$ cat config.mk
export PLATFORM = sky130hd
export DESIGN_NAME = multicycle_control_flat
export DESIGN_NICKNAME = d
export VERILOG_FILES = /design/src/rtl/riscv_ctrl_pkg.sv /design/src/rtl/multicycle_control_if.sv /design/src/rtl/opcode_class.sv /design/src/rtl/multicycle_control.sv /design/src/flat_wrapper.sv
export SDC_FILE = /design/constraint.sdc
export NUM_CORES = 1
export LEC_CHECK = 0
export BUFFER_PORTS_ARGS = -buffer_cell sky130_fd_sc_hd__buf_2
export CORE_ASPECT_RATIO = 0.5
export CORE_MARGIN = 1
export CORE_UTILIZATION = 51
export CTS_BUF_LIST = sky130_fd_sc_hd__clkbuf_4 sky130_fd_sc_hd__clkbuf_8
export CTS_CLUSTER_DIAMETER = 100
export DETAILED_ROUTE_END_ITERATION = 10
export GPL_ROUTABILITY_DRIVEN = 0
export GPL_TIMING_DRIVEN = 0
export PLACE_DENSITY = 0.8
export SYNTH_ARGS = -nofsm -noshare
export SYNTH_HDL_FRONTEND = slang
export SYNTH_SLANG_ARGS = --single-unit
$ cat constraint.sdc
create_clock -name clk -period 3.2 [get_ports clk]
set_clock_uncertainty 0.2 [all_clocks]
set_input_delay 0.48 -clock clk [delete_from_list [all_inputs] [get_ports clk]]
set_output_delay 0.48 -clock clk [all_outputs]
set_load 0.02 [all_outputs]
$ cat src/rtl/riscv_ctrl_pkg.sv
`default_nettype none
// ============================================================================
//  Module      : riscv_ctrl_pkg
//  Description : Shared definitions for the multicycle RISC-V controller and
//                its ALU control decoder. Holds opcode constants, ALUOp class
//                codes, the FSM state encoding and the control decode helper.
//  Revision    : 1.0 - initial release
// ============================================================================
package riscv_ctrl_pkg;

    // Major opcodes (ir[6:0]) understood by the controller
    localparam logic [6:0] c_op_rtype  = 7'b0110011;
    localparam logic [6:0] c_op_ialu   = 7'b0010011;
    localparam logic [6:0] c_op_load   = 7'b0000011;
    localparam logic [6:0] c_op_store  = 7'b0100011;
    localparam logic [6:0] c_op_branch = 7'b1100011;

    // ALU class handed to the ALU control decoder
    localparam logic [1:0] c_aluop_add    = 2'b00;
    localparam logic [1:0] c_aluop_branch = 2'b01;
    localparam logic [1:0] c_aluop_rtype  = 2'b10;
    localparam logic [1:0] c_aluop_itype  = 2'b11;

    // ALU operand B selects
    localparam logic [1:0] c_srcb_rs2 = 2'b00;
    localparam logic [1:0] c_srcb_imm = 2'b01;

    // Controller states; codes 5 and 6 are unused and recover to FETCH
    typedef enum logic [2:0] {
        S_FETCH  = 3'd0,
        S_DECODE = 3'd1,
        S_EXEC   = 3'd2,
        S_MEM    = 3'd3,
        S_WB     = 3'd4,
        S_TRAP   = 3'd7
    } state_t;

    // Bundle of datapath control strobes and selects
    typedef struct packed {
        logic [1:0] aluop;
        logic       pc_write;
        logic       pc_write_cond;
        logic       ir_write;
        logic       mem_read;
        logic       mem_write;
        logic       iord;
        logic       reg_write;
        logic       mem_to_reg;
        logic       alu_src_a;
        logic [1:0] alu_src_b;
    } ctrl_t;

    // Instruction class flags produced by opcode_class
    typedef struct packed {
        logic is_r;
        logic is_i;
        logic is_load;
        logic is_store;
        logic is_branch;
        logic legal;
    } opclass_t;

    // Control outputs as a function of state and captured instruction class.
    // The fetch-completion strobes (IR load, PC+4) are qualified by the
    // memory handshake so a stalled fetch never advances the PC.
    function automatic ctrl_t ctrl_decode(input state_t   st,
                                          input opclass_t cls,
                                          input logic     mem_ready);
        ctrl_t c;
        c = '0;
        case (st)
            S_FETCH: begin
                c.mem_read = 1'b1;
                c.iord     = 1'b0;
                c.ir_write = mem_ready;
                c.pc_write = mem_ready;
            end
            S_EXEC: begin
                if (cls.legal) begin
                    c.alu_src_a = 1'b1;
                    if (cls.is_r) begin
                        c.aluop     = c_aluop_rtype;
                        c.alu_src_b = c_srcb_rs2;
                    end else if (cls.is_i) begin
                        c.aluop     = c_aluop_itype;
                        c.alu_src_b = c_srcb_imm;
                    end else if (cls.is_load || cls.is_store) begin
                        c.aluop     = c_aluop_add;
                        c.alu_src_b = c_srcb_imm;
                    end else if (cls.is_branch) begin
                        c.aluop         = c_aluop_branch;
                        c.alu_src_b     = c_srcb_rs2;
                        c.pc_write_cond = 1'b1;
                    end
                end
            end
            S_MEM: begin
                c.iord      = 1'b1;
                c.mem_read  = cls.is_load;
                c.mem_write = cls.is_store;
            end
            S_WB: begin
                c.reg_write  = 1'b1;
                c.mem_to_reg = cls.is_load;
            end
            default: ;
        endcase
        return c;
    endfunction

endpackage
`default_nettype wire

$ cat src/rtl/multicycle_control_if.sv
`default_nettype none
// ============================================================================
//  Module      : multicycle_control_if
//  Description : Memory handshake and datapath control bundle between the
//                multicycle controller (master) and the datapath (slave).
//  Revision    : 1.0 - initial release
// ============================================================================
interface multicycle_control_if;

    // Memory side
    logic [31:0] instr_in;
    logic        mem_ready;
    logic        MemRead;
    logic        MemWrite;
    logic        IorD;

    // Datapath control
    logic [1:0]  ALUOp;
    logic [3:0]  FuncCode;
    logic        PCWrite;
    logic        PCWriteCond;
    logic        IRWrite;
    logic        RegWrite;
    logic        MemtoReg;
    logic        ALUSrcA;
    logic [1:0]  ALUSrcB;

    modport master (
        input  instr_in, mem_ready,
        output MemRead, MemWrite, IorD,
        output ALUOp, FuncCode, PCWrite, PCWriteCond, IRWrite,
        output RegWrite, MemtoReg, ALUSrcA, ALUSrcB
    );

    modport slave (
        output instr_in, mem_ready,
        input  MemRead, MemWrite, IorD,
        input  ALUOp, FuncCode, PCWrite, PCWriteCond, IRWrite,
        input  RegWrite, MemtoReg, ALUSrcA, ALUSrcB
    );

endinterface
`default_nettype wire

$ cat src/rtl/opcode_class.sv
`default_nettype none
// ============================================================================
//  Module      : opcode_class
//  Description : Combinational classifier of the major opcode field into
//                instruction class flags plus a legality indication.
//  Revision    : 1.0 - initial release
// ============================================================================
module opcode_class
    import riscv_ctrl_pkg::*;
(
    input  logic [6:0] opcode,
    output logic       is_r,
    output logic       is_i,
    output logic       is_load,
    output logic       is_store,
    output logic       is_branch,
    output logic       legal
);

    // One-hot class match; anything unmatched is illegal
    always_comb begin
        is_r      = (opcode == c_op_rtype);
        is_i      = (opcode == c_op_ialu);
        is_load   = (opcode == c_op_load);
        is_store  = (opcode == c_op_store);
        is_branch = (opcode == c_op_branch);
        legal     = is_r | is_i | is_load | is_store | is_branch;
    end

endmodule
`default_nettype wire

$ cat src/rtl/multicycle_control.sv
`default_nettype none
// ============================================================================
//  Module      : multicycle_control
//  Description : Multicycle RISC-V main controller. Sequences FETCH, DECODE,
//                EXEC, MEM and WB, traps on unknown opcodes and counts
//                retired instructions.
//  Revision    : 1.0 - initial release
// ============================================================================
module multicycle_control
    import riscv_ctrl_pkg::*;
#(
    parameter int INSTRET_W = 32
) (
    input  logic                 clk,
    input  logic                 reset,
    multicycle_control_if.master bus,
    output logic [2:0]           state_o,
    output logic                 illegal,
    output logic [INSTRET_W-1:0] instret
);

    localparam logic [INSTRET_W-1:0] c_one = INSTRET_W'(1);

    state_t                r_state;
    logic [31:0]           r_ir;
    logic                  r_illegal;
    logic [INSTRET_W-1:0]  r_instret;

    logic                  w_is_r;
    logic                  w_is_i;
    logic                  w_is_load;
    logic                  w_is_store;
    logic                  w_is_branch;
    logic                  w_legal;
    opclass_t              w_cls;
    ctrl_t                 w_ctrl;

    // Only the opcode and function bits of the IR steer the controller;
    // the remaining fields belong to the datapath.
    logic                  w_unused_ir;
    assign w_unused_ir = ^{r_ir[31], r_ir[29:15], r_ir[11:7]};

    opcode_class u_opcode_class (
        .opcode    (r_ir[6:0]),
        .is_r      (w_is_r),
        .is_i      (w_is_i),
        .is_load   (w_is_load),
        .is_store  (w_is_store),
        .is_branch (w_is_branch),
        .legal     (w_legal)
    );

    assign w_cls = {w_is_r, w_is_i, w_is_load, w_is_store, w_is_branch, w_legal};

    // Sequencer: state, instruction register, sticky trap flag and retire count
    always_ff @(posedge clk or posedge reset) begin
        if (reset) begin
            r_state   <= S_FETCH;
            r_ir      <= '0;
            r_illegal <= 1'b0;
            r_instret <= '0;
        end else begin
            case (r_state)
                S_FETCH: begin
                    if (bus.mem_ready) begin
                        r_ir    <= bus.instr_in;
                        r_state <= S_DECODE;
                    end
                end
                S_DECODE: begin
                    if (w_legal) begin
                        r_state <= S_EXEC;
                    end else begin
                        r_state   <= S_TRAP;
                        r_illegal <= 1'b1;
                    end
                end
                S_EXEC: begin
                    if (w_is_branch) begin
                        r_state   <= S_FETCH;
                        r_instret <= r_instret + c_one;
                    end else if (w_is_load || w_is_store) begin
                        r_state <= S_MEM;
                    end else begin
                        r_state <= S_WB;
                    end
                end
                S_MEM: begin
                    if (bus.mem_ready) begin
                        if (w_is_load) begin
                            r_state <= S_WB;
                        end else begin
                            r_state   <= S_FETCH;
                            r_instret <= r_instret + c_one;
                        end
                    end
                end
                S_WB: begin
                    r_state   <= S_FETCH;
                    r_instret <= r_instret + c_one;
                end
                S_TRAP: begin
                    r_state <= S_TRAP;
                end
                default: begin
                    r_state <= S_FETCH;
                end
            endcase
        end
    end

    // Control decode from the state register; reset forces every strobe low
    // immediately so the first cycle after release already presents FETCH.
    always_comb begin
        w_ctrl = '0;
        if (!reset) begin
            w_ctrl = ctrl_decode(r_state, w_cls, bus.mem_ready);
        end
    end

    assign bus.ALUOp       = w_ctrl.aluop;
    assign bus.PCWrite     = w_ctrl.pc_write;
    assign bus.PCWriteCond = w_ctrl.pc_write_cond;
    assign bus.IRWrite     = w_ctrl.ir_write;
    assign bus.MemRead     = w_ctrl.mem_read;
    assign bus.MemWrite    = w_ctrl.mem_write;
    assign bus.IorD        = w_ctrl.iord;
    assign bus.RegWrite    = w_ctrl.reg_write;
    assign bus.MemtoReg    = w_ctrl.mem_to_reg;
    assign bus.ALUSrcA     = w_ctrl.alu_src_a;
    assign bus.ALUSrcB     = w_ctrl.alu_src_b;
    assign bus.FuncCode    = {r_ir[30], r_ir[14:12]};

    assign state_o = r_state;
    assign illegal = r_illegal;
    assign instret = r_instret;

endmodule
`default_nettype wire

$ cat src/flat_wrapper.sv
// flat-port wrapper written by rule: the top's interface ports become plain ports
module multicycle_control_flat import riscv_ctrl_pkg::*;
#(
    parameter int INSTRET_W = 32
)
  (clk, reset, state_o, illegal, instret, bus_instr_in, bus_mem_ready, bus_MemRead, bus_MemWrite, bus_IorD, bus_ALUOp, bus_FuncCode, bus_PCWrite, bus_PCWriteCond, bus_IRWrite, bus_RegWrite, bus_MemtoReg, bus_ALUSrcA, bus_ALUSrcB);
  multicycle_control_if bus_i ();
  input  logic clk;
  input  logic reset;
  output logic [2:0] state_o;
  output logic illegal;
  output logic [INSTRET_W-1:0] instret;
  input wire logic [$bits(bus_i.instr_in)-1:0] bus_instr_in;
  input wire logic [$bits(bus_i.mem_ready)-1:0] bus_mem_ready;
  output wire logic [$bits(bus_i.MemRead)-1:0] bus_MemRead;
  output wire logic [$bits(bus_i.MemWrite)-1:0] bus_MemWrite;
  output wire logic [$bits(bus_i.IorD)-1:0] bus_IorD;
  output wire logic [$bits(bus_i.ALUOp)-1:0] bus_ALUOp;
  output wire logic [$bits(bus_i.FuncCode)-1:0] bus_FuncCode;
  output wire logic [$bits(bus_i.PCWrite)-1:0] bus_PCWrite;
  output wire logic [$bits(bus_i.PCWriteCond)-1:0] bus_PCWriteCond;
  output wire logic [$bits(bus_i.IRWrite)-1:0] bus_IRWrite;
  output wire logic [$bits(bus_i.RegWrite)-1:0] bus_RegWrite;
  output wire logic [$bits(bus_i.MemtoReg)-1:0] bus_MemtoReg;
  output wire logic [$bits(bus_i.ALUSrcA)-1:0] bus_ALUSrcA;
  output wire logic [$bits(bus_i.ALUSrcB)-1:0] bus_ALUSrcB;
  assign bus_i.instr_in = bus_instr_in;
  assign bus_i.mem_ready = bus_mem_ready;
  assign bus_MemRead = bus_i.MemRead;
  assign bus_MemWrite = bus_i.MemWrite;
  assign bus_IorD = bus_i.IorD;
  assign bus_ALUOp = bus_i.ALUOp;
  assign bus_FuncCode = bus_i.FuncCode;
  assign bus_PCWrite = bus_i.PCWrite;
  assign bus_PCWriteCond = bus_i.PCWriteCond;
  assign bus_IRWrite = bus_i.IRWrite;
  assign bus_RegWrite = bus_i.RegWrite;
  assign bus_MemtoReg = bus_i.MemtoReg;
  assign bus_ALUSrcA = bus_i.ALUSrcA;
  assign bus_ALUSrcB = bus_i.ALUSrcB;
  multicycle_control #(.INSTRET_W(INSTRET_W)) u_core (.clk(clk), .reset(reset), .bus(bus_i), .state_o(state_o), .illegal(illegal), .instret(instret));
endmodule
==> results of run 1 <==
-- state kept, by name, indices dropped and copies added (netlist names) --
register,count
u_core.r_ir,11
u_core.state_o,3
u_core.instret,32
u_core.illegal,1
-- synth_stat cells, types with 3 or more instances --
master	number	area, sq um
and4_1	3	26.28
buf_4	6	45.04
clkbuf_1	8	30.03
dfrtp_1	47	1176
inv_1	11	41.29
mux2_2	12	135.1
nand2_1	13	48.80
nand2b_1	4	25.02
nand3_1	11	55.05
nand4_1	4	25.02
nor2_1	10	37.54
nor3_1	18	90.09
nor4_1	15	93.84
xnor2_1	8	70.07
xor2_1	22	192.7
-- cells in the final DEF (no fill, tap or decap), types with 5 or more instances in the layout --
| cell | n |
|---|---|
| nor3_1 | 18 |
| buf_4 | 6 |
| inv_1 | 10 |
| nor4_1 | 15 |
| nand2_1 | 13 |
| buf_2 | 66 |
| nand3_1 | 11 |
| xnor2_1 | 8 |
| xor2_1 | 22 |
| clkbuf_1 | 8 |
| nor2_1 | 10 |
| clkbuf_8 | 5 |
| mux2_2 | 12 |
| dfrtp_1 | 47 |
-- how the worst min path moves through the flow --
stage | cells after the start | to | start
final | 2 | u_core.state_o[0] | reset
after global routing | 2 | u_core.r_ir[12] | reset
after CTS | 2 | u_core.r_ir[3] | bus_instr_in[3]
after detailed placement | 1 | u_core.illegal | u_core.illegal
after global placement | 1 | u_core.illegal | u_core.illegal
after floorplan | 1 | u_core.r_ir[2] | u_core.r_ir[2]
-- power groups by stage --
stage / registers (mW) / clock network [mW] / logic, mW
6_report: 0.829 / 0.361 / 0.742
5_1_grt: 0.848 / 0.395 / 0.809
4_1_cts: 0.829 / 0.373 / 0.740
3_5_place_dp: 0.841 / 0 / 0.737
3_3_place_gp: 0.833 / 0 / 0.719
2_1_floorplan: 0.881 / 0 / 0.495
-- per-stage QoR --
stage                     cells  setup WS [ns]  hold WS [ns]
after floorplan             230         0.4586        0.2728
after detailed placement    352         0.1495        0.2528
after global routing        361         0.1803        0.1352
after global placement      352         0.1962        0.2487
after CTS                   360         0.1469        0.1984
final                       361         0.3757        0.1000
-- cell type report --
| cell class | instances | area [sq um] |
|---|---|---|
| flip-flops and latches | 47 | 1176 |
| fillers | 364 | 1556 |
| multi-input cells | 155 | 1082 |
| plain buffers | 17 | 95.09 |
| clock buffers | 6 | 76.32 |
| repair buffers | 65 | 325.3 |
| repair inverters | 1 | 5.005 |
| inverters | 11 | 45.04 |
| clock inverters | 2 | 12.51 |
| well taps | 57 | 71.32 |
-- kinds of logic after synthesis --
| group | synth area share, % |
|---|---|
| compound gates | 4.025 |
| xor+xnor | 11.66 |
| fa+ha+maj | 0.5227 |
| buf+inv | 5.697 |
| flops | 49.14 |
| mux | 6.064 |
| other cells | 0.1567 |
| simple gates | 22.74 |
-- metal layers --
layer	vias to the layer above	part of all wire, %
met2	67	47
li1	956	-
met5	-	0
met4	0	0.27
met1	932	47
met3	2	5.8
==> metrics.md, run 1 <==
| Metric | Value |
|---|---|
| Run status | `finished, final reports clean` |
| Final setup viols | `0` |
| Post-Syn Nets | `266` |
| Total congestion overflow | `0` |
| Worst Path Arrival | `2.81 ns` |
| Worst reg2reg path startpoint | `u_core.r_ir[2]` |
| Met1 Usage GRT | `28.20%` |
| Relative slew slack | `26.74%` |
| Top Usage Layer GRT | `met2` |
| Max Cap Violations | `0` |
| Register area share after synthesis | `49.14%` |
| FF+latch count, synth | `47` |
| # hold bufs at CTS | `0` |
| Post-synth EDFFs | `0` |
| Startpoint Class | `flip-flop` |
| Clock network power share | `18.7%` |
| Critical path type | `flip-flop to flip-flop` |
| Via Count | `1957` |
| Reg2reg path depth | `6` |
| Sw frac | `38.49%` |
| # DRC | `0` |
| Final Util | `64.99%` |
| Critical-path maximum fanout | `10` |
| DRT Pass-1 Iters | `4` |
| Htree depth | `2` |
| Comb pwr share | `38.4%` |
| Delay-heaviest family, CP | `simple AND/OR/NAND/NOR gates` |
| Internal power | `1.188 mW` |
| Final worst-path cycle share | `88.26%` |
| Die W | `98.89 microns` |
| CP endpoint | `u_core.instret[1]` |
| Synth cell types | `47` |
| CP Launch Point | `u_core.r_ir[2]` |
| Part of the power in registers | `42.9%` |
| Worst slew pin tran | `1.093 ns` |
| Final critical-path required period | `2.824 ns` |
| WL/cell | `14.11 microns` |
| Die area | `4988 sq um` |
| Slew Limit Fails | `0` |
| Net switching power | `0.7434 mW` |
| Placement Cell Area | `2795 sq um` |
| Number of core rows | `17` |
| Via count of the first global-routing pass | `1759` |
| Top_reg_cell synth | `dfrtp_1` |
| Nets | `339` |
| Global-route wire length before repair | `8204 microns` |
| Power density cells | `668.6 nW/um^2` |
| Core Area | `4446 sq um` |
| I/O pin count | `88` |
| Reg clk slew, reported paths | `0.09 ns` |
| Worst Hold Class | `input port to asynchronous set/reset pin` |
| Via density | `5.421` |
| CTS Sinks | `47` |
| Postcts setup bufs | `0` |
| Area added between synthesis and finish | `20.70%` |
| Clk root buf | `clkbuf_8` |
| CP Data Required Time | `3.19 ns` |
| Worst path slowest cell | `or4b_1` |
| Largest net degree at the start of global routing | `49` |
| Setup_tns | `0 ns` |
| Mean Syn Cell Area | `10.41 sq um` |
| Port Buffers | `65` |
| CTS resizes | `0` |
| Max Clock Freq | `354.1 MHz` |
| Starting Density | `53.84%` |
| ANT nets after route | `0` |
| CTS buffer count | `5` |
| CP endpoint kind | `flip-flop` |
| Yosys warns | `0` |
| Initial antenna violation count | `0` |
| Post-synthesis async set-or-reset flop share | `100.0%` |
| Hpwl dp | `3532 microns` |
| CP cell instances | `nand4bb_1 > clkbuf_1 > or4b_1 > o21ai_1 > buf_2 > mux2_2` |
| RSZ-0062 raised after global routing | `no` |
| GRT Resource Usage Total | `21.28%` |
| Crit path depth | `6` |
| Post-synthesis cell area | `2394 sq um` |
| # diodes | `0` |
| Initial drt markers | `113` |
| R2r setup slk | `0.38 ns` |
| TritonCTS clock tree | `done` |
| Total Routed Length | `5093 microns` |
| CTS Buffer Depth | `2` |
| Total power draw | `1.932 mW` |
| Clk Latency, worst-skew pair | `0.30 ns` |
| Worst R2R End | `u_core.instret[1]` |
| Met2 Use GR | `35.66%` |
| Synth Instances | `230` |
| Ratio of cells with drive above 1 in the final layout | `33.22%` |
| Fin area | `2889 sq um` |
| Leak pwr | `1.453 nW` |
| GR Layer Usage met3 | `5.014%` |
| Slowest Stage Delay on Critical Path | `0.58 ns` |
| Buf/Inv on CP | `2` |
| Maximum VDD drop | `0.3241 mV` |
| Fin. Hold Viols | `0` |
| Die height | `50.44 microns` |
(Power assumes the default switching activity.)
==> run 2, diff against run 1 <==
BUFFER_PORTS_ARGS = unset   (was -buffer_cell sky130_fd_sc_hd__buf_2)
CORE_UTILIZATION = 55   (was 51)
DONT_BUFFER_PORTS = 1   (was unset)
PLACE_DENSITY = 0.68   (was 0.8)
==> run 2 against run 1 <==
  * Worst setup slack lost 0.12 ns
  * Largest cell class unchanged
  * Die area shrank 7.1%
  * Cell count shrank 19%
  * Core utilization shrank 0.84 points
  * Critical path depth is the same
  * Sequential power grew 9.4%
  * Combinational power shrank 20%
  * Global-route usage grew 2.1 points
  * Cell area shrank 11%
  * Total power shrank 1.6%
==> metrics.md, run 2 (synthesized netlist as in run 1, its figures left out) <==
| Metric | Value |
|---|---|
| Max Clock Freq | `339.4 MHz` |
| Port Buffers | `0` |
| Final worst-path cycle share | `92.07%` |
| Die W | `95.30 microns` |
| Worst Path Arrival | `2.27 ns` |
| Initial drt markers | `82` |
| Final critical-path required period | `2.946 ns` |
| Run status | `finished, final reports clean` |
| Ratio of cells with drive above 1 in the final layout | `15.55%` |
| CP Launch Point | `u_core.r_ir[2]` |
| Worst Hold Class | `input port to asynchronous set/reset pin` |
| Slew Limit Fails | `0` |
| CP Data Required Time | `2.52 ns` |
| # diodes | `0` |
| Leak pwr | `1.164 nW` |
| Fin. Hold Viols | `0` |
| CTS resizes | `0` |
| Relative slew slack | `32.86%` |
| Max Cap Violations | `0` |
| TritonCTS clock tree | `done` |
| ANT nets after route | `0` |
| Hpwl dp | `3457 microns` |
| Core Area | `4024 sq um` |
| Crit path depth | `6` |
| RSZ-0062 raised after global routing | `no` |
| Worst path slowest cell | `nor3_1` |
| Buf/Inv on CP | `1` |
| Critical path type | `flip-flop to output pin` |
| DRT Pass-1 Iters | `4` |
| Global-route wire length before repair | `8169 microns` |
| Total Routed Length | `4865 microns` |
| Maximum VDD drop | `0.3362 mV` |
| CP cell instances | `nand4bb_1 > clkbuf_1 > nor4_1 > nand3_1 > o21a_1 > nor3_1` |
| Clk Latency, worst-skew pair | `0.30 ns` |
| Via count of the first global-routing pass | `1673` |
| Worst reg2reg path startpoint | `u_core.state_o[2]` |
| Met2 Use GR | `36.79%` |
| Initial antenna violation count | `0` |
| Commonest non-fill, non-tap cell in the layout | `dfrtp_1` |
| Via density | `5.925` |
| GR Layer Usage met3 | `8.962%` |
| Reg2reg path depth | `7` |
| Htree depth | `2` |
| Area added between synthesis and finish | `7.841%` |
| Largest net degree at the start of global routing | `49` |
| Startpoint Class | `flip-flop` |
| Postcts setup bufs | `0` |
| Delay-heaviest family, CP | `simple AND/OR/NAND/NOR gates` |
| Top Usage Layer GRT | `met2` |
| Critical-path maximum fanout | `10` |
| Met1 Usage GRT | `30.44%` |
| Clk root buf | `clkbuf_8` |
| Worst R2R End | `u_core.instret[17]` |
| Starting Density | `59.48%` |
| Setup_tns | `0 ns` |
| Final setup viols | `0` |
| CTS Buffer Depth | `2` |
| CTS Sinks | `47` |
| Slowest Stage Delay on Critical Path | `0.50 ns` |
| Commonest cells after routing, fill and taps aside | `dfrtp_1, xor2_1, nor3_1` |
| Fillcell total | `339` |
| Number of core rows | `16` |
| Worst slew pin tran | `1.005 ns` |
| CP endpoint kind | `output pin` |
| CP endpoint | `bus_MemRead` |
| CTS buffer count | `5` |
| Total power draw | `1.901 mW` |
| # DRC | `0` |
| Total congestion overflow | `0` |
| R2r setup slk | `0.32 ns` |
| Via Count | `1730` |
| Die area | `4636 sq um` |
| Reg clk slew, reported paths | `0.08 ns` |
| Worst hold-check slack | `0.06393 ns` |
| GRT Resource Usage Total | `23.42%` |
| Die height | `48.65 microns` |
| I/O pin count | `88` |
| WL/cell | `16.66 microns` |
| Max reg flops | `32` |
| Power density cells | `736.5 nW/um^2` |
| # hold bufs at CTS | `0` |
| Nets | `273` |
## run 2: cell count changes in the layout (fill, tap and decap cells not counted), sizes merged
cell,previous run,this run
buf,74,9
clkbuf,14,16
clkinvlp,3,1
clkinv,1,0
## run 2: worst reg2reg max path, delay by kind of cell (launching register included)
kind / cells / cell delay [ns]
simple gates: 3 / 1.11
buf+inv: 2 / 0.53
flops: 1 / 0.47
compound gates: 1 / 0.30
xor+xnor: 1 / 0.19
## run 2: worst min-delay path by stage
stage | startpoint | depth (start not counted) | to
floorplan | u_core.r_ir[2] | 1 | u_core.r_ir[2]
global placement | u_core.r_ir[3] | 1 | u_core.r_ir[3]
detailed placement | u_core.r_ir[3] | 1 | u_core.r_ir[3]
CTS | reset | 1 | u_core.r_ir[30]
global route | bus_instr_in[14] | 1 | u_core.r_ir[14]
finish | reset | 1 | u_core.state_o[2]
## run 2: metal layers
layer,vias to the layer above,wire (microns),part of all wire (%)
met1,839,2171,45
met5,-,0,0
li1,822,-,-
met2,64,2237,46
met3,5,421,8.7
met4,0,34,0.70
## run 2: power by group
part | switching [mW] | leakage, nW | internal [mW]
Sequential | 0.190 | 0.581 | 0.717
Clock | 0.195 | 0.0549 | 0.206
Combinational | 0.347 | 0.529 | 0.246
## run 2: per-stage QoR
stage               instance area, sq um  setup WS (ns)  utilization (%)  std cells
global route                        2581       0.003807            64.15        292
detailed placement                  2466        0.05290            61.29        284
finish                              2581         0.2539            64.15        292
floorplan                           2399         0.4586                -        230
CTS                                 2570        0.05212            63.87        292
global placement                    2466        0.07068            61.29        284
## run 2: final cells by class
type                            instances  area [sq um]  share of cell area, %
Multi-Input combinational cell        155          1094                  42.37
Buffer                                 17         95.09                  3.684
Tap cell                               54         67.56                  2.618
Inverter                               11         45.04                  1.745
Clock buffer                            8         103.9                  4.023
Sequential cell                        47          1176                  45.56
==> run 3, diff against run 2 <==
--- a/config.mk
+++ b/config.mk
@@ -9,6 +9,7 @@
 export CORE_MARGIN = 1
 export CORE_UTILIZATION = 55
-export CTS_BUF_LIST = sky130_fd_sc_hd__clkbuf_4 sky130_fd_sc_hd__clkbuf_8
+export CTS_BUF_LIST = sky130_fd_sc_hd__clkbuf_8
 export CTS_CLUSTER_DIAMETER = 100
+export CTS_CLUSTER_SIZE = 24
 export DETAILED_ROUTE_END_ITERATION = 10
 export DONT_BUFFER_PORTS = 1
==> constraint.sdc (replaced) <==
create_clock -name clk -period 3.2 [get_ports clk]
set_clock_uncertainty 0.2 [all_clocks]
set_input_delay 0.48 -clock clk [delete_from_list [all_inputs] [get_ports clk]]
set_output_delay 0.48 -clock clk [all_outputs]
set_load 0.005 [all_outputs]
==> run 3 against run 2 <==
  * Combinational power fell by 8.1%
  * Via count increased by 1.6%
  * Critical path depth down 1
  * Maximum frequency hardly changed
  * Cell count increased by 0.68%
  * Core utilization up 0.40 points
  * Count of clock-buffer cells in the layout is 1 lower
  * Register-to-register slack better by 0.07 ns
  * Die area unchanged
  * Flip-flop and latch count stayed put
  * Worst setup slack about the same
  * Critical path type is now input port to output pin
  * Largest power group unchanged
==> metrics.md, run 3 (synthesized netlist as in run 1, its figures left out) <==
| Metric | Value |
|---|---|
| Final critical-path required period | `2.946 ns` |
| Final worst-path cycle share | `92.07%` |
| Die area | `4636 sq um` |
| GRT Resource Usage Total | `23.05%` |
| TritonCTS clock tree | `done` |
| Critical-path maximum fanout | `30` |
| RSZ-0062 raised after global routing | `no` |
| Area added between synthesis and finish | `8.521%` |
| Via count of the first global-routing pass | `1731` |
| Htree depth | `2` |
| Non-Filler Instances | `294` |
| Slew Limit Fails | `0` |
| Die W | `95.30 microns` |
| Final setup viols | `0` |
| I/O pin count | `88` |
| Largest net degree at the start of global routing | `31` |
| Max Cap Violations | `0` |
| WL/cell | `16.40 microns` |
| Critical path type | `input port to output pin` |
| Via Count | `1757` |
| Leak pwr | `1.182 nW` |
| Port Buffers | `0` |
| Clk root buf | `clkbuf_8` |
| Die height | `48.65 microns` |
| Clk Latency, worst-skew pair | `0.30 ns` |
| Setup WS pre-CTS | `0.3748 ns` |
| Ratio of cells with drive above 1 in the final layout | `15.00%` |
| CTS buffer count | `5` |
| Run status | `finished, final reports clean` |
| Global-route wire length before repair | `8066 microns` |
| Commonest cells after routing, fill and taps aside | `dfrtp_1, xor2_1, nor3_1` |
| Worst slew pin tran | `0.6898 ns` |
| Max Clock Freq | `339.4 MHz` |
| R2r setup slk | `0.39 ns` |
| CP Data Required Time | `2.52 ns` |
| Via density | `5.976` |
| Worst hold-check slack | `0.1290 ns` |
| Initial drt markers | `52` |
| Nets | `275` |
| ANT nets after route | `0` |
| Maximum VDD drop | `0.2974 mV` |
| Total Routed Length | `4821 microns` |
| Core Area | `4024 sq um` |
| CP endpoint kind | `output pin` |
| Reg clk slew, reported paths | `0.08 ns` |
| # diodes | `0` |
| Placed instance count | `285` |
| Max reg flops | `32` |
| Total congestion overflow | `0` |
| Number of core rows | `16` |
| Final worst setup slack | `0.2537 ns` |
| Startpoint Class | `input port` |
| Hpwl dp | `3498 microns` |
| Power density cells | `684.1 nW/um^2` |
| Relative slew slack | `53.70%` |
| DRT Pass-1 Iters | `4` |
| Worst Path Arrival | `2.27 ns` |
| CTS Buffer Depth | `2` |
| Fin. Hold Viols | `0` |
| CTS Sinks | `47` |
| Postcts setup bufs | `0` |
| # DRC | `0` |
| Worst Hold Class | `input port to flip-flop` |
| Commonest non-fill, non-tap cell in the layout | `dfrtp_1` |
| Starting Density | `59.48%` |
| Initial antenna violation count | `0` |
==> run 3: worst paths after layout <==
check	from	end	cells after the start
setup / recovery	reset	bus_ALUOp[0]	5
hold / removal	bus_instr_in[3]	u_core.r_ir[3]	1
setup reg to reg	u_core.state_o[2]	u_core.instret[9]	7
hold reg to reg	u_core.illegal	u_core.illegal	1
max in group asynchronous	reset	u_core.instret[24]	3
min in group asynchronous	reset	u_core.r_ir[30]	2
==> run 3: repair_timing <==
| item | in CTS | in global routing |
|---|---|---|
| resized for setup | 0 | 2 |
| endpoints found under the setup margin | 0 | 1 |
| hold buffers | 1 | 0 |
| endpoints found under the hold margin | 18 | 0 |
==> run 3: final cells by class <==
cell class,count,area [sq um]
tap,54,67.56
clock inverter,1,3.754
multi-input combinational,155,1087
inverter,11,41.29
timing repair buffer,2,30.03
sequential,47,1176
buffer,17,95.09
fill,329,1426
clock buffer,7,96.34
==> run 3: critical path: stages <==
cell	delay (ns)
dlygate4sd3_1	0.56
inv_2	0.34
buf_12	0.25
nand3_1	0.20
a211oi_1	0.42
==> run 3: where the power goes <==
part	internal (mW)	switching, mW	total, mW
logic	0.247	0.299	0.545
clock network	0.194	0.191	0.385
registers	0.719	0.128	0.846
total	1.16	0.618	1.78
==> run 3: metrics by stage <==
step,area [sq um],TNS (ns),power [mW],util (%)
global route,2597,0,1.909,64.55
global placement,2461,-0.7803,1.368,61.16
detailed placement,2481,0,1.399,61.66
finish,2597,0,1.777,64.55
CTS,2591,0,1.785,64.40
floorplan,2394,0,1.267,-
==> run 3: layer usage <==
metal | part of all wire (%) | track usage (%)
met5 | 0 | 0
met4 | 1.9 | 8.838
met3 | 8.8 | 8.648
met2 | 44 | 35.60
met1 | 45 | 29.46
